## src/rtl/icache_responder.sv

```systemverilog
// Direct-mapped, read-only instruction cache with zero-latency hits and a
// single outstanding request/wait fill toward the memory controller.
module icache_responder #(
  parameter int SETS  = 16,
  parameter int IDX_W = 4
) (
  input  logic        CLK,
  input  logic        RST,
  input  logic        imemREN,
  input  logic [31:0] imemaddr,
  output logic        ihit,
  output logic [31:0] imemload,
  input  logic        flush,
  output logic        iREN,
  output logic [31:0] iaddr,
  input  logic        iwait,
  input  logic [31:0] iload,
  output logic [31:0] hit_count,
  output logic [31:0] miss_count
);

  localparam int TAG_W = 32 - IDX_W - 2;

  typedef enum logic {
    IDLE  = 1'b0,
    FETCH = 1'b1
  } state_t;

  state_t r_state;
  state_t w_state_next;

  logic [SETS-1:0]  r_valid;
  logic [TAG_W-1:0] r_tag  [SETS];
  logic [31:0]      r_data [SETS];
  logic [29:0]      r_miss_addr;
  logic [31:0]      r_hit_count;
  logic [31:0]      r_miss_count;

  logic [IDX_W-1:0] w_idx;
  logic [TAG_W-1:0] w_tag;
  logic [IDX_W-1:0] w_fill_idx;
  logic [TAG_W-1:0] w_fill_tag;
  logic             w_hit;
  logic             w_miss;
  logic             w_fill;
  logic             w_unused;

  assign w_idx      = imemaddr[IDX_W+1:2];
  assign w_tag      = imemaddr[31:IDX_W+2];
  assign w_fill_idx = r_miss_addr[IDX_W-1:0];
  assign w_fill_tag = r_miss_addr[29:IDX_W];
  assign w_unused   = ^imemaddr[1:0];

  assign hit_count  = r_hit_count;
  assign miss_count = r_miss_count;

  // Every output is forced to zero while RST is high, even if the state
  // register still holds FETCH from an abandoned fill.
  always_comb begin
    w_state_next = r_state;
    w_hit        = 1'b0;
    w_miss       = 1'b0;
    w_fill       = 1'b0;
    ihit         = 1'b0;
    imemload     = 32'h0;
    iREN         = 1'b0;
    iaddr        = 32'h0;
    if (!RST) begin
      case (r_state)
        IDLE: begin
          if (imemREN) begin
            if (r_valid[w_idx] && (r_tag[w_idx] == w_tag) && !flush) begin
              w_hit    = 1'b1;
              ihit     = 1'b1;
              imemload = r_data[w_idx];
            end else begin
              w_miss       = 1'b1;
              w_state_next = FETCH;
            end
          end
        end
        FETCH: begin
          iREN  = 1'b1;
          iaddr = {r_miss_addr, 2'b00};
          if (!iwait) begin
            w_fill       = 1'b1;
            w_state_next = IDLE;
          end
        end
        default: w_state_next = IDLE;
      endcase
    end
  end

  always_ff @(posedge CLK) begin
    if (RST) begin
      r_state      <= IDLE;
      r_miss_addr  <= '0;
      r_hit_count  <= '0;
      r_miss_count <= '0;
    end else begin
      r_state <= w_state_next;
      if (w_hit) begin
        r_hit_count <= r_hit_count + 32'd1;
      end
      if (w_miss) begin
        r_miss_addr  <= imemaddr[31:2];
        r_miss_count <= r_miss_count + 32'd1;
      end
    end
  end

  // The fill's set comes after the flush clear so a frame filled in the
  // flush cycle survives while every other frame is invalidated.
  always_ff @(posedge CLK) begin
    if (RST) begin
      r_valid <= '0;
    end else begin
      if (flush) begin
        r_valid <= '0;
      end
      if (w_fill) begin
        r_valid[w_fill_idx] <= 1'b1;
      end
    end
  end

  always_ff @(posedge CLK) begin
    if (w_fill) begin
      r_tag[w_fill_idx]  <= w_fill_tag;
      r_data[w_fill_idx] <= iload;
    end
  end

endmodule

```

## config.mk

```make
export PLATFORM = sky130hd
export DESIGN_NAME = icache_responder
export DESIGN_NICKNAME = d
export VERILOG_FILES = /design/src/rtl/icache_responder.sv
export SDC_FILE = /design/constraint.sdc
export NUM_CORES = 1
export LEC_CHECK = 0
export CAP_MARGIN = 20
export CORE_ASPECT_RATIO = 1.2
export CORE_MARGIN = 2
export CORE_UTILIZATION = 33
export CTS_CLUSTER_SIZE = 30
export DETAILED_ROUTE_END_ITERATION = 6
export DONT_BUFFER_PORTS = 1
export PLACE_DENSITY = 0.45
export RECOVER_POWER = 50
export SETUP_SLACK_MARGIN = 0.1
export SLEW_MARGIN = 20
export SYNTH_ARGS = -nofsm -noshare
export SYNTH_HDL_FRONTEND = slang
export SYNTH_SLANG_ARGS = --single-unit
```

## constraint.sdc

```tcl
create_clock -name CLK -period 10.5 [get_ports CLK]
set_input_delay 1.05 -clock CLK [delete_from_list [all_inputs] [get_ports CLK]]
set_output_delay 1.05 -clock CLK [all_outputs]
set_load 0.01 [all_outputs]
```

# Word-level counts from Yosys, hierarchy flattened
# Memories as Yosys holds them, arrays and structs flattened.
# Cells that the tools add are included.
# classes
n_mux	30
n_addsub	2
bitwise	2
magnitude_cmp	3
n_eq_ne	1
reduce_logical	4
# op_table
cell	count
32-bit two-way mux	6
32-bit by 1-bit adder with 32-bit output (second input constant)	2
16-bit two-way mux	3
26-bit == test	1
1-bit two-way mux	18
16-bit OR	1
4-bit by 5-bit less-than comparator with 1-bit output (second input constant)	2
1-bit binary-select mux with 4-bit select	1
1-bit demux with 4-bit select	1
4-bit by 1-bit greater-or-equal comparator with 1-bit output (second input constant)	1
1-bit logical AND	3
1-bit one-hot mux with 2 select lines	1
1-bit zero test	1
1-bit NOT	1
# word_totals
ram_bits	928
output_inout_bits	130
elab_cells	49
n_memories	2
reg_bits	111
# mem_list
memory	words	width	rd	rd_clocked_by_memory_dff	wr	line	text
r_data	16	32	1	0	1	34	logic [31:0] r_data [SETS];
r_tag	16	26	1	0	1	33	logic [TAG_W-1:0] r_tag [SETS];

# Depth between registers and ports, before layout
# depth
word_depth	8
ltp_mapped	16
mapped_depth_nobuf	9

# Least setup slack after synthesis
# No wires, ideal clock.
# synth_path
path_kind	input-to-reg
start	in RST
end	reg r_valid[12]
path_buffers	0
setup_slack_ns	4.354
arrival_time_ns	6.071
required_ns	10.425
path_stages	5
cell_sequence	nand2b_1 -> nor2_1 -> nand3_1 -> nor3_1 -> o21ba_2
# synth_via
elab_chain_len	2
# synth_rtl
item	line	text
start, declared	8	input logic RST,
1-bit two-way mux	68	if (!RST) begin
16-bit two-way mux	122	if (w_fill) begin
end signal, assigned	117	r_valid <= '0;
end signal, assigned	120	r_valid <= '0;
end signal, assigned by index	123	r_valid[w_fill_idx] <= 1'b1;
end, declared	32	logic [SETS-1:0] r_valid;
# Parallel ways exist; a longest one is shown, timed or not.
# A chain may end at the register's enable or synchronous reset.

# Worst setup path in the final report
# layout_path
start	in imemaddr[5]
end	out imemload[22]
# layout_via
elab_chain_len	8
elab_cells_between_ends	11
classes_between	eq/ne (1); mux (6); reduce/logical (2); memory (2)
# layout_rtl
item	line	text
start, declared	10	input logic [31:0] imemaddr,
memory 16 x 26 bit / 1-bit binary-select mux with 4-bit select (equally long branches)	n/a	
26-bit == test / 1-bit two-way mux (equally long branches)	72	if (r_valid[w_idx] && (r_tag[w_idx] == w_tag) && !flush) begin
1-bit logical AND (2 in series)	72	
32-bit two-way mux *	72	
32-bit two-way mux *	71	if (imemREN) begin
32-bit two-way mux *	69	case (r_state)
32-bit two-way mux *	68	
end, declared	12	output logic [31:0] imemload,
# Mark *: on every way between the ends. The rest lies on a longest branch, timed or not. The select of a mux whose other input is x is not followed.

==> results.toml <==
[synthesis]
async_flop_share_pct = 0
syn_area_um2 = 41700
post_synthesis_mux_area_share_pct = 16.06
synthesis.instances = 2252
post_synth.cell_area_avg_um2 = 18.52
synth_simple_gate_area_share_pct = 6.137
yosysSeqAreaShare_pct = 72.16
ys_warn_count = 0
largest_family_of_logic_cells_by_synthesized_area = "multiplexers"
synth.lib_cells_used.distinct = 73
yosys.area_share.adder_pct = 0.06002
area_share_of_xor_xnor_cells_in_the_synthesized_design_pct = 0.5221
dominantRegCellSynth = "edfxtp_1"
synth_edf_count = 928
synth_compound_area_share_pct = 3.247
synth_register_bits = 1039

[critical_path]
path_cells = "inv_4 > buf_4 > mux2i_1 > xnor2_1 > o21ai_0 > nand4_1 > or4b_4 > nor4_4 > nand3b_4 > nor2b_1"
timing.critical_path.fanout_max = 76
crit_arrival_ns = 5.81
timing.critical_path.max_delay_family = "simple AND/OR/NAND/NOR gates"
timing.critical_path.slowest_stage_cell = "nor4_4"
cp.buffers_inverters = 2
critical_path.startpoint_type = "input pin"
worst_setup_path_end_kind = "output port"
crit_required_ns = 9.45
critical-path-max-stage-delay_ns = 0.95
timing.setup.critical_path_class = "input pin to output port"

[sta]
finClkSkew_ns = 0.03997
hold_viol_final = 0
worst_pin_slew_ns = 2.726
final_max_slew_viol_count = 203
setup_viol_count_final = 0
max_clock_freq_mhz = 145.8
final.min_clock_period_ns = 6.859
timing.setup.tns_ns = 0
max_slew_margin_pct = -81.72
post-route-period-util_pct = 65.33
grt_setup_unrepaired = "false"

[global_route]
grt_overflow = 0
global_route_wire_length_before_repair_mm = 158.2
first_global_vias = 22609
grt_max_degree = 243
antenna_violations_before_repair = 2
global_route.usage.total_pct = 16.88

[clock_network]
cts_inserted_buffers = 111
post_cts_buffers = 0
cts_repair_resize_count = 0
clk_latency_ns = 0.72
cts_hold_buffers = 0
htree_levels = 3
clock_tree.root_cell = "clkbuf_16"
path_clk_slew_ns = 0.06
cts.sinks = 1039
clock_tree_from_tritoncts = "yes"
cts.path.max_buffers = 3

[detailed_routing]
1st_iter_drt_viols = 1470
drt_pre_antenna_iters = 5
wl_per_cell_um = 27.38
totalWireLength_mm = 109.9
drt_drc_violations_left = 0
via_count = 21356
drtAntennaViolNets = 0
via_per_inst = 5.320

[power]
vdd_ir_drop_max_uv = 131.1
report.power.total_uw = 8586
power_leakage_uw = 0.01439
pwr_density_cell_nw_per_um2 = 182.7

[finish]
sequential_cell_area_um2 = 30090
flow.area_growth_from_synthesis_pct = 12.74
antenna-diode-count = 0
drive_above_1_share_pct = 21.80
fillerInstances = 11568
final_net_count = 2336
area_occupied_by_multi_input_gates_um2 = 10960

[floorplanning]
floorplan.initialDensity_pct = 33.34
die_h_um = 393.4
die-width_um = 328.5
rows = 142
die_area_um2 = 129200
core_region_area_um2 = 125100
num_io_pins = 199

[run_status]
violations = "capacitance limit, slew limit"
outcome = "finished, violations left"

[placement]
port_buffers = 0
post-dp-hpwl_mm = 56.74
gp_congestion = 0.8104

[min_path]
timing.hold.worst.class = "input pin to register"

[job]
cap_violations = 8
==> worst register-to-register path: stages (launching register included) <==
cell,delay (ns)
edfxtp_1,0.36
mux4_2,0.48
mux2i_1,0.26
xnor2_1,0.20
a211oi_1,0.53
o21ai_0,0.31
nor3_1,0.69
and3_2,0.32
buf_4,0.67
and4_1,0.34
mux2_2,0.33
==> final timing paths <==
check                startpoint              to  slack, ns  cells after the start
setup / recovery    imemaddr[5]    imemload[22]       3.64                     10
hold / removal        iload[16]  r_data[15][16]       0.42                      0
hold reg to reg      r_valid[8]      r_valid[8]       0.50                      2
setup reg to reg  r_tag[13][22]   hit_count[15]       5.88                     10
==> synth_stat cells (all sizes together) (4+ instances only) <==
cell	instances	area, µm²
xnor2	17	156.4
nor3	30	150.1
nor4	9	71.32
xor2	7	61.31
o31ai	19	142.6
clkbuf	74	277.8
a211oi	4	30.03
nor2b	72	495.5
nand3	69	345.3
a22oi	10	75.07
a31oi	5	31.28
a22o	5	43.79
nand4b	6	52.55
or4	21	157.7
a31o	9	78.83
a21oi	84	420.4
o211ai	4	30.03
dfxtp	111	2222
nor4b	4	35.03
nor2	67	251.5
and2	37	231.5
or3	7	43.79
nand2	46	172.7
a21o	6	45.04
edfxtp	928	27870
and4	6	52.55
mux2	36	405.4
o21ai	47	235.2
mux2i	75	750.7
nand2b	13	81.33
mux4	246	5540
and3	24	150.1
nand4	28	175.2
buf	64	380.4
inv	24	90.09
==> placed cells by master, fill, tap and decap left out, types with 6 or more instances in the layout <==
cell type / n
a21o_1: 6
a21oi_1: 84
a22oi_1: 10
a31o_2: 9
and2_1: 35
and3_1: 23
and4_1: 6
buf_4: 30
clkbuf_1: 38
clkbuf_16: 114
clkbuf_8: 11
clkinv_1: 16
clkinv_2: 19
dfxtp_1: 111
edfxtp_1: 928
inv_1: 23
mux2_2: 35
mux2i_1: 75
mux4_2: 246
nand2_1: 46
nand2b_1: 12
nand3_1: 68
nand4_1: 28
nand4b_1: 6
nor2_1: 58
nor2_4: 9
nor2b_1: 61
nor2b_2: 6
nor3_1: 28
nor4_1: 8
o21ai_0: 47
o31ai_1: 19
or3_1: 7
or4_1: 21
xnor2_1: 16
xor2_1: 7
==> through the flow <==
| stage | std cells | area [µm²] | hold WS, ns | setup WS [ns] | utilization, % |
|---|---|---|---|---|---|
| 6_report | 4014 | 47010 | 0.4180 | 3.641 | 37.58 |
| 5_1_grt | 4014 | 47010 | 0.3764 | 3.240 | 37.58 |
| 4_1_cts | 4014 | 47060 | 0.3442 | 3.442 | 37.62 |
| 3_5_place_dp | 3808 | 43520 | 0.4864 | 3.437 | 34.79 |
| 3_3_place_gp | 3808 | 43520 | 0.4647 | 3.541 | 34.79 |
| 2_1_floorplan | 2253 | 41700 | 0.4555 | 4.354 | - |
==> logic make-up after synthesis <==
family	count (synthesis)
compound gates	218
xor+xnor	24
fa+ha+maj	2
buf+inv	163
flops	1039
mux	357
other cells	1
simple gates	448
==> metal layers <==
layer  vias to the layer above  GRT usage [%]  part of all wire (%)
li1                       9181              -                     -
met5                         -              0                     0
met3                       137          3.658                   6.1
met4                         0          4.583                   1.9
met2                       521          28.17                    49
met1                     11517          22.17                    43
==> state kept, by name, summed over array words and instances, names as in the netlist <==
register     count
r_miss_addr     30
r_valid         16
r_data         512
r_state          1
hit_count       32
miss_count      32
r_tag          416
==> where the power goes <==
group / switching (µW) / internal, µW
clock: 1610 / 2170
combinational: 110 / 140
sequential: 33.9 / 4520
total: 1760 / 6830
==> layout make-up <==
type | count | area share [%]
clock buffer | 158 | 6.660
clock inverter | 48 | 0.8651
inverter | 25 | 0.2050
multi-input combinational | 1051 | 23.32
sequential | 1039 | 64.01
tap | 1656 | 4.408
timing repair buffer | 37 | 0.5350
(Power assumes the default switching activity.)
